[src/rtl/uart_frame_controller.sv]
// Frame controller between a UART receiver/transmitter pair and a streaming datapath:
// buffers one host frame, feeds it to the datapath, and serialises the results back out.
module uart_frame_controller #(
    parameter int         BUFFER_DEPTH = 64,
    parameter logic [7:0] TERMINATOR   = 8'h00
) (
    input  logic        clock,
    input  logic        reset,
    input  logic        rx_valid,
    input  logic [7:0]  rx_data,
    output logic        dp_in_valid,
    output logic [7:0]  dp_in_data,
    output logic        dp_in_last,
    input  logic        dp_in_ready,
    input  logic        dp_out_valid,
    input  logic [7:0]  dp_out_data,
    input  logic        dp_out_last,
    output logic        dp_out_ready,
    output logic        tx_start,
    output logic [7:0]  tx_data,
    input  logic        tx_busy,
    output logic        busy,
    output logic        overflow,
    output logic        dropped,
    output logic [15:0] frame_count
);

    localparam int IDX_W = $clog2(BUFFER_DEPTH);
    localparam int PTR_W = IDX_W + 1;
    localparam logic [PTR_W-1:0] FULL = PTR_W'(BUFFER_DEPTH);

    typedef enum logic [2:0] {IDLE, RECEIVE, DISCARD, FEED, DRAIN} state_t;

    state_t           state;
    logic [7:0]       buffer [BUFFER_DEPTH];
    logic [PTR_W-1:0] wr_ptr;
    logic [PTR_W-1:0] rd_ptr;
    logic [PTR_W-1:0] rd_next;
    logic             done;
    logic             in_fire;
    logic             out_fire;
    logic             is_term;
    logic             full;
    logic             accepting;
    logic             result_phase;
    logic             drain_exit;

    assign in_fire      = dp_in_valid & dp_in_ready;
    assign out_fire     = dp_out_valid & dp_out_ready;
    assign is_term      = (rx_data == TERMINATOR);
    assign full         = (wr_ptr == FULL);
    assign accepting    = (state == IDLE) || (state == RECEIVE);
    assign result_phase = (state == FEED) || (state == DRAIN);
    assign rd_next      = rd_ptr + PTR_W'(1);
    // A result accepted this cycle still has to be launched, so it blocks the exit.
    assign drain_exit   = (state == DRAIN) && done && !tx_start && !tx_busy && !out_fire;
    assign busy         = (state != IDLE);

    // Frame storage: data only, validity is tracked by the pointers.
    always_ff @(posedge clock) begin
        if (!reset && accepting && rx_valid && !full) begin
            buffer[wr_ptr[IDX_W-1:0]] <= rx_data;
        end
    end

    always_ff @(posedge clock) begin
        if (reset) begin
            state        <= IDLE;
            wr_ptr       <= '0;
            rd_ptr       <= '0;
            dp_in_valid  <= 1'b0;
            dp_in_data   <= 8'h00;
            dp_in_last   <= 1'b0;
            dp_out_ready <= 1'b0;
            tx_start     <= 1'b0;
            tx_data      <= 8'h00;
            overflow     <= 1'b0;
            dropped      <= 1'b0;
            frame_count  <= 16'h0000;
            done         <= 1'b0;
        end else begin
            tx_start <= 1'b0;
            if (out_fire) begin
                tx_data      <= dp_out_data;
                tx_start     <= 1'b1;
                dp_out_ready <= 1'b0;
                if (dp_out_last) begin
                    done <= 1'b1;
                end
            end else begin
                dp_out_ready <= result_phase && !tx_busy && !tx_start && !drain_exit;
            end

            if (rx_valid && result_phase) begin
                dropped <= 1'b1;
            end

            case (state)
                IDLE, RECEIVE: begin
                    if (rx_valid) begin
                        if (full) begin
                            overflow <= 1'b1;
                            if (is_term) begin
                                state  <= IDLE;
                                wr_ptr <= '0;
                                rd_ptr <= '0;
                            end else begin
                                state <= DISCARD;
                            end
                        end else begin
                            wr_ptr <= wr_ptr + PTR_W'(1);
                            if (is_term) begin
                                // The first beat may be the byte being written right now.
                                state       <= FEED;
                                dp_in_valid <= 1'b1;
                                dp_in_data  <= (wr_ptr == '0) ? rx_data : buffer[0];
                                dp_in_last  <= (wr_ptr == '0);
                            end else begin
                                state <= RECEIVE;
                            end
                        end
                    end
                end
                DISCARD: begin
                    if (rx_valid && is_term) begin
                        state  <= IDLE;
                        wr_ptr <= '0;
                        rd_ptr <= '0;
                    end
                end
                FEED: begin
                    if (in_fire) begin
                        if (dp_in_last) begin
                            dp_in_valid <= 1'b0;
                            dp_in_last  <= 1'b0;
                            state       <= DRAIN;
                        end else begin
                            rd_ptr     <= rd_next;
                            dp_in_data <= buffer[rd_next[IDX_W-1:0]];
                            dp_in_last <= ((rd_ptr + PTR_W'(2)) == wr_ptr);
                        end
                    end
                end
                DRAIN: begin
                    if (drain_exit) begin
                        state       <= IDLE;
                        wr_ptr      <= '0;
                        rd_ptr      <= '0;
                        done        <= 1'b0;
                        frame_count <= frame_count + 16'd1;
                    end
                end
                default: state <= IDLE;
            endcase
        end
    end

endmodule

[config.mk]
export PLATFORM = sky130hd
export DESIGN_NAME = uart_frame_controller
export DESIGN_NICKNAME = d
export VERILOG_FILES = /design/src/rtl/uart_frame_controller.sv
export SDC_FILE = /design/constraint.sdc
export NUM_CORES = 1
export LEC_CHECK = 0
export ABC_AREA = 1
export BUFFER_PORTS_ARGS = -buffer_cell sky130_fd_sc_hd__buf_2
export CAP_MARGIN = 20
export CORE_MARGIN = 4
export CORE_UTILIZATION = 55
export DETAILED_ROUTE_END_ITERATION = 6
export PLACE_DENSITY = 0.79
export SETUP_SLACK_MARGIN = 0.15
export SYNTH_ARGS = -nofsm -noshare
export SYNTH_HDL_FRONTEND = slang
export SYNTH_SLANG_ARGS = --single-unit
[constraint.sdc]
create_clock -name clock -period 3.3 [get_ports clock]
set_input_delay 0.66 -clock clock [delete_from_list [all_inputs] [get_ports clock]]
set_output_delay 0.66 -clock clock [all_outputs]
set_load 0.005 [all_outputs]
Word-level counts from Yosys, hierarchy flattened
Memories as Yosys holds them, arrays and structs flattened.
Cells that the tools add are included.
{"block": "totals", "register_bits": 56, "ram_bits": 512, "inputBits": 23, "memories": 1}
{"block": "classes", "add_sub_neg": 4, "n_eq_ne": 16, "mux": 46, "bitwise_logic": 2, "reduce_logical": 37}
{"name": "buffer", "depth": 64, "width": 8, "read_ports": 2, "rd_clocked_by_memory_dff": 0, "wr": 1, "line": "35", "text": "logic [7:0] buffer [BUFFER_DEPTH];"}
{"op": "2-to-1 mux 7 bit", "n": 9}
{"op": "2-to-1 mux 8 bit", "n": 6}
{"op": "case mux 7 bit (4 select lines)", "n": 1}
{"op": "case mux 7 bit (3 select lines)", "n": 1}
{"op": "2-to-1 mux 3 bit", "n": 6}
{"op": "!= test 2 bit, second input constant", "n": 9}
{"op": "2-to-1 mux 1 bit", "n": 17}
{"op": "adder 16 x 1 -> 16 bit, second input constant", "n": 1}
{"op": "case mux 8 bit (2 select lines)", "n": 1}
{"op": "AND reduction 5 bit", "n": 3}
{"op": "adder 7 x 1 -> 7 bit, second input constant", "n": 2}
{"op": "logical AND 1 bit", "n": 12}
{"op": "case mux 3 bit (4 select lines)", "n": 1}
{"op": "AND reduction 6 bit", "n": 2}
{"op": "logical NOT 8 bit", "n": 1}
{"op": "AND reduction 8 bit", "n": 1}
{"op": "adder 7 x 2 -> 7 bit, second input constant", "n": 1}
{"op": "== test 7 bit", "n": 1}
{"op": "== test 7 bit, second input constant", "n": 1}
{"op": "logical NOT 7 bit", "n": 1}
{"op": "== test 3 x 2 -> 1 bit, second input constant", "n": 2}
{"op": "logical NOT 1 bit", "n": 6}
{"op": "nonzero test 3 bit", "n": 2}
{"op": "2-to-1 mux 2 bit", "n": 2}
{"op": "12 further kinds", "n": 16}

Longest topological paths before layout
Gate-level depths: netlist of the first run.
{"block": "depth", "ltp_word": 7, "depth_mapped": 15, "depth_no_buf": 12}

Least setup slack after synthesis of the first run
Ideal clock, no wire load.
{"block": "synth_path", "path_kind": "reg-to-reg", "from": "register wr_ptr[0]", "to": "memory buffer[0][0], enable pin", "setup_time_ps": 370, "t_arrival_ps": 2078, "t_required_ps": 2930, "slack_ps": 852, "stages_incl_launch_ff": 12, "n_path_buf": 2, "synth_period_minus_slack_ps": 2448, "cell_sequence": "dfxtp_1 -> clkbuf_1 -> inv_1 -> ha_1 -> nand3_2 -> nor3_4 -> nor2_2 -> nand2_1 -> nor2_1 -> buf_4 -> nand3_1 -> nor2_1"}
{"block": "synth_between", "elab_chain_cells": 5}
{"item": "start, declared", "line": "36", "text": "logic [PTR_W-1:0] wr_ptr;"}
{"item": "start signal, assigned", "line": "111", "text": "wr_ptr <= wr_ptr + PTR_W'(1);"}
{"item": "== test 7 bit", "line": "51", "text": "assign full = (wr_ptr == FULL);"}
{"item": "logical NOT 1 bit", "line": "61", "text": "if (!reset && accepting && rx_valid && !full) begin"}
{"item": "logical AND 1 bit", "line": "61"}
{"item": "2-to-1 mux 1 bit", "line": "61"}
{"item": "2-to-1 mux 1 bit (not written as such)", "line": "62", "text": "buffer[wr_ptr[IDX_W-1:0]] <= rx_data;"}
{"item": "end, declared", "line": "35"}
Parallel ways exist; a longest one is shown, timed or not.

Worst setup path in the final report of the first run
{"block": "layout_path", "from": "register wr_ptr[0]", "to": "memory buffer[55][7], enable pin"}
Same word-level chain as after synthesis.

==> results_dict.tcl, run 1 <==
set metrics [dict create \
    status "complete, no violations" \
    clkPwrFrac_pct 33.9 \
    slowest_delay_ns 0.65 \
    finalCritPeriodShare_pct 87.9 \
    top_layer "met4" \
    final_util_pct 62.5 \
    std_cell_rows 77 \
    wl_met1_um 25000 \
    power_mw 19.1 \
    critical_path_class "reg -> reg" \
    tightest_slew_ns 0.929 \
    drc 0 \
    relSlewSlack_pct 38.1 \
    rsz0062_at_grt "false" \
    cts_tree "yes" \
    critPathArrivalTime_ns 3.13 \
    wl_per_cell_um 20.7 \
    viasPerCell 5.69 \
    overflow 0 \
    ant_nets 0 \
    numCtsBuffers 56 \
    drtIter0Drc 2122 \
    die_h_um 220 \
    skew_ns 0.0192 \
    vias 17900 \
    met3WireLength_um 5890 \
    clkSlewWorstSetupHoldPaths_ns 0.06 \
    syn_area_um2 24600 \
    finalHoldViolations 0 \
    async_flop_share_pct 0 \
    synth.avg_cell_area_um2 10.1 \
    final_nets 2540 \
    maxCapViolations 0 \
    portBuffers 61 \
    worst_slack_ns 0.398 \
    clockBufferDepth 3 \
    n_fill_cell 3349 \
    wl_um 65200 \
    p_sw_mw 6.12 \
    final_cell_mix "775 x nand2_1, 512 x edfxtp_1, 344 x nand3_1, 202 x inv_1, 196 x nor2_1" \
    drv_slew 0 \
    cts_max_level 2 \
    start_util_pct 55.6 \
    cp_cell_sequence "inv_1 -> ha_1 -> nand3_2 -> nor3_4 -> nor2_2 -> nand2_1 -> nor2_1 -> buf_4 -> nand2_1 -> nor2_1" \
    ios 62 \
    synth_nets 2462 \
    grt_usage_pct 27.0 \
    hold_buffers 0 \
    syn_to_final_growth_pct 12.4 \
    ir_drop_mv 0.807 \
    power.density_nw_per_um2 691 \
    postCtsResizedCells 0 \
    ys.warnings.count 0 \
    postSynthCellCount 2433 \
    core_um2 44200 \
    path_max_fanout 11 \
    dp_hpwl_um 39700 \
    critPathBufInv 2 \
    clkLatencyLatePin_ns 0.61 \
    synth_cell_types 40 \
    fin_setup_tns_ns 0 \
    switching_share_pct 32.1 \
    cp-end-kind "flop" \
    die_w_um 220 \
    drive_gt1_share_pct 10.4 \
    setup_viol 0 \
    ys_seq_elements 568 \
    grt_pass1_wl_um 99400 \
    cpMaxStageDelayCell "nor2_1" \
    yosys_most_used_dff "edfxtp_1" \
    max_clock_freq_mhz 345 \
    ys_seq_area_share_pct 67.0 \
    first_global_vias 17200 \
    p_comb_share_pct 23.4 \
    hold_class "in -> reg" \
    cts.sink_count 568 \
    first_pass_iters 5 \
    diodes 0 \
    cts_setup_buffers 0 \
    clockRootBuffer "clkbuf_16" \
    path_delay_family "simple AND/OR/NAND/NOR gates" \
    gp_congestion 0.933 \
    sequentialPowerShare_pct 42.7 \
    intPower_mw 13.0 \
    antenna_found_initial 0 \
    start_kind "flop" \
    synth-edff-count 512 \
    grt_max_degree 111 \
    total_leakage_power_nw 10.9 \
    die_area_um2 48200 \
    mostFrequentLayoutCell "nand2_1" \
    fin_crit_ns 2.90 \
    worstPathRequired_ns 3.53 \
    dr_wl_met2_um 31300 \
    dpl_worst_slack_ns 0.467 \
]
through the flow:
stage	area [um2]	cells	hold slack (ns)
floorplan	24600	2433	0.442
global placement	25800	3045	0.440
detailed placement	25800	3045	0.444
CTS	27600	3148	0.223
global route	27600	3148	0.243
finish	27600	3148	0.240
layer usage:
metal	track usage, %	vias to the layer above
met2	43.9	919
met5	0	-
met1	36.2	8548
li1	-	8257
met4	12.1	0
met3	4.45	195
state kept, by name (all words and copies together), names as in the netlist, 3 cells and up:
signal       cells
buffer         512
frame_count     16
dp_in_data       8
tx_data          8
rd_ptr           7
wr_ptr           7
state            3
cell usage after synthesis (3+ instances only):
cell / instances / area [um2]
a21oi_1: 44 / 220
buf_1: 3 / 11.3
buf_2: 61 / 305
buf_4: 13 / 97.6
buf_6: 4 / 45.0
clkbuf_1: 41 / 154
dfxtp_1: 56 / 1120
edfxtp_1: 512 / 15400
ha_1: 6 / 75.1
inv_1: 202 / 758
inv_2: 9 / 33.8
nand2_1: 775 / 2910
nand3_1: 344 / 1720
nand3_2: 5 / 50.1
nand4_1: 5 / 31.3
nor2_1: 196 / 736
nor2_2: 4 / 25.0
nor3_1: 23 / 115
o21a_1: 3 / 22.5
o21ai_0: 83 / 415
o21ai_1: 8 / 40.0
o21ai_2: 3 / 26.3
xnor2_1: 4 / 35.0
xor2_1: 9 / 78.8
power by group through the flow:
stage          Combinational (mW)  Clock [mW]  Sequential [mW]
2_1_floorplan                2.96           0             8.20
3_3_place_gp                 4.32           0             8.30
3_5_place_dp                 4.36           0             8.30
4_1_cts                      4.39        6.51             8.15
5_1_grt                      4.87        6.80             8.16
6_report                     4.47        6.47             8.16
area by class of cell:
cell class	instances	area [um2]	share of cell area (%)
repair buffers	143	1020	3.69
clock buffers	69	1490	5.40
multi-input cells	1528	6720	24.3
flip-flops and latches	568	16500	59.7
well taps	592	741	2.68
inverters	214	811	2.93
clock inverters	34	362	1.31
logic make-up (layout without fill, tap and decap cells):
group	after synthesis	count (layout)	synth area share (%)
compound gates	146	146	3.12
xor+xnor	16	16	0.661
fa+ha+maj	6	6	0.305
buf+inv	337	460	5.83
flops	568	568	67.0
simple gates	1360	1360	23.0
final timing paths:
kind / from / end / slack, ns / depth (start not counted)
max: wr_ptr[0]$_SDFFE_PP0P_ / buffer[55][7]$_DFFE_PP_ / 0.40 / 10
min: dp_out_data[2] / tx_data[2]$_SDFFE_PP0P_ / 0.24 / 3
max reg2reg: wr_ptr[0]$_SDFFE_PP0P_ / buffer[55][7]$_DFFE_PP_ / 0.40 / 10
min reg2reg: overflow$_SDFFE_PP0P_ / overflow$_SDFFE_PP0P_ / 0.46 / 2
worst register-to-register path, delay by kind of cell, from the launching register on:
| kind | cells | cell delay, ns |
|---|---|---|
| simple gates | 7 | 1.45 |
| flops | 1 | 0.49 |
| buf+inv | 2 | 0.36 |
| fa+ha+maj | 1 | 0.24 |
Power figures use the tool's default switching activity.
==> run 2, diff against run 1 <==
Settings changed: ABC_CLOCK_PERIOD_IN_PS from default to 3300, CELL_PAD_IN_SITES_DETAIL_PLACEMENT from default to 0, CELL_PAD_IN_SITES_GLOBAL_PLACEMENT from default to 1, CORE_UTILIZATION 55 to 50, PLACE_DENSITY 0.79 to 0.87.
==> run 2 against run 1 <==
Critical path depth unchanged. Clock skew fell by 0.0013 ns. Flip-flop and latch count stayed put. Global-route usage is 1.6 points lower. Fmax fell by 1.8%. Combinational power is 3% higher. Utilization fell by 5.5 points. Critical endpoint is now buffer[4][6]$_DFFE_PP_. Count of clock-buffer cells in the layout decreased by 2. Non-clock buffer count grew 7. Die area increased by 9.6%. Sequential power barely moved.
==> results_dict.tcl, run 2 (synthesized netlist as in run 1, its figures left out) <==
set metrics [dict create \
    final_nets 2548 \
    status "complete, no violations" \
    cts_max_level 2 \
    cts_tree "yes" \
    drive_gt1_share_pct 10.6 \
    overflow 0 \
    postCtsResizedCells 0 \
    viasPerCell 5.51 \
    hold_depth 3 \
    start_kind "flop" \
    max_clock_freq_mhz 338 \
    hold_class "in -> reg" \
    ant_nets 0 \
    portBuffers 61 \
    wl_um 67500 \
    fin_crit_ns 2.96 \
    final_cell_mix "775 x nand2_1, 512 x edfxtp_1, 344 x nand3_1, 202 x inv_1, 196 x nor2_1" \
    cp-end-kind "flop" \
    start_util_pct 50.5 \
    dpl.cell_count 3124 \
    path_max_fanout 11 \
    fin_cells 3232 \
    n_fill_cell 4032 \
    hold_start "dp_out_data[1]" \
    antenna_found_initial 0 \
    mostFrequentLayoutCell "nand2_1" \
    setup_viol 0 \
    syn_to_final_growth_pct 13.0 \
    cts.sink_count 568 \
    critPathArrivalTime_ns 3.20 \
    largest_register_ff_count 512 \
    diodes 0 \
    wl_per_cell_um 20.9 \
    skew_ns 0.0180 \
    gp_congestion 0.959 \
    slowest_delay_ns 0.72 \
    fin_setup_tns_ns 0 \
    drc 0 \
    hold_path_end "tx_data[1]$_SDFFE_PP0P_" \
    ff2ff_setup_slack_ns 0.34 \
    drv_slew 0 \
    grt_max_degree 218 \
    rr_endpoint "buffer[4][6]$_DFFE_PP_" \
    worstPathRequired_ns 3.54 \
    ir_drop_mv 0.560 \
    cp_cell_sequence "inv_1 -> ha_1 -> nand3_2 -> nor3_4 -> nor2_2 -> nand2_1 -> nor2_1 -> buf_4 -> nand3_1 -> nor2_1" \
    first_global_vias 17300 \
    cp_common_cell "nor2_1" \
    cts_setup_buffers 0 \
    reg2reg_depth 10 \
    die_h_um 230 \
    finalCritPeriodShare_pct 89.6 \
    die_w_um 230 \
    vias 17800 \
    clockBufferDepth 3 \
    clkSlewWorstSetupHoldPaths_ns 0.06 \
    grt_usage_pct 25.4 \
    tightest_slew_ns 1.15 \
    relSlewSlack_pct 23.6 \
    finalHoldViolations 0 \
    reg2reg_from "wr_ptr[0]$_SDFFE_PP0P_" \
    cpMaxStageDelayCell "nor2_1" \
    power.density_nw_per_um2 693 \
    die_area_um2 52800 \
    core_um2 48700 \
    dp_hpwl_um 42600 \
    ios 62 \
    clkLatencyLatePin_ns 0.62 \
    rsz0062_at_grt "false" \
    hold_buffers 0 \
    numCtsBuffers 57 \
    maxCapViolations 0 \
    first_pass_iters 6 \
    clockRootBuffer "clkbuf_16" \
    critical_path_class "reg -> reg" \
    std_cell_rows 81 \
    grt_pass1_wl_um 103000 \
    total_leakage_power_nw 11.0 \
    drtIter0Drc 1961 \
]
run 2: routing by layer:
layer	vias up	global-route usage, %	routed length [um]
met1	8539	34.8	26600
met3	143	3.59	5730
met5	-	0	0
li1	8278	-	-
met2	836	42.2	32700
met4	0	8.79	2380
run 2: stage by stage:
stage	power [mW]	worst slack (ns)	area [um2]	hold slack [ns]	utilization [%]
3_3_place_gp	12.8	0.461	25900	0.445	53.1
5_1_grt	20.0	0.210	27800	0.239	57.0
6_report	19.3	0.345	27800	0.234	57.0
3_5_place_dp	12.8	0.436	25900	0.458	53.1
2_1_floorplan	11.2	0.852	24600	0.442	-
4_1_cts	19.3	0.402	27800	0.201	57.0
run 2: final cells by class:
class                      instances  area [um2]  area share, %
clock buffer                      67        1510           5.42
tap                              664         831           2.99
multi-input combinational       1528        6720           24.2
timing repair buffer             150        1050           3.77
clock inverter                    41         385           1.39
inverter                         214         811           2.92
sequential                       568       16500           59.4
run 2: power breakdown:
part	internal, mW	switching [mW]
clock	3.80	2.73
combinational	1.26	3.33
sequential	7.97	0.162
total	13.0	6.22
run 2: how the worst max path moves through the flow:
stage | start | endpoint | slack [ns] | cells after the start
final | wr_ptr[0]$_SDFFE_PP0P_ | buffer[4][6]$_DFFE_PP_ | 0.34 | 10
after global routing | wr_ptr[0]$_SDFFE_PP0P_ | buffer[4][1]$_DFFE_PP_ | 0.21 | 10
after CTS | wr_ptr[0]$_SDFFE_PP0P_ | buffer[4][7]$_DFFE_PP_ | 0.40 | 10
after detailed placement | wr_ptr[0]$_SDFFE_PP0P_ | buffer[4][3]$_DFFE_PP_ | 0.44 | 10
after global placement | rd_ptr[0]$_SDFFE_PP0P_ | dp_in_data[1]$_SDFFE_PP0P_ | 0.46 | 8
after floorplan | wr_ptr[0]$_SDFFE_PP0P_ | buffer[0][0]$_DFFE_PP_ | 0.85 | 11
run 2: critical path: cells and delay by family, from the launching register on:
family	cells	cell delay (ns)
AND/OR/NAND/NOR	7	1.50
flip-flops	1	0.48
buffers and inverters	2	0.35
adder cells (fa/ha/maj)	1	0.24
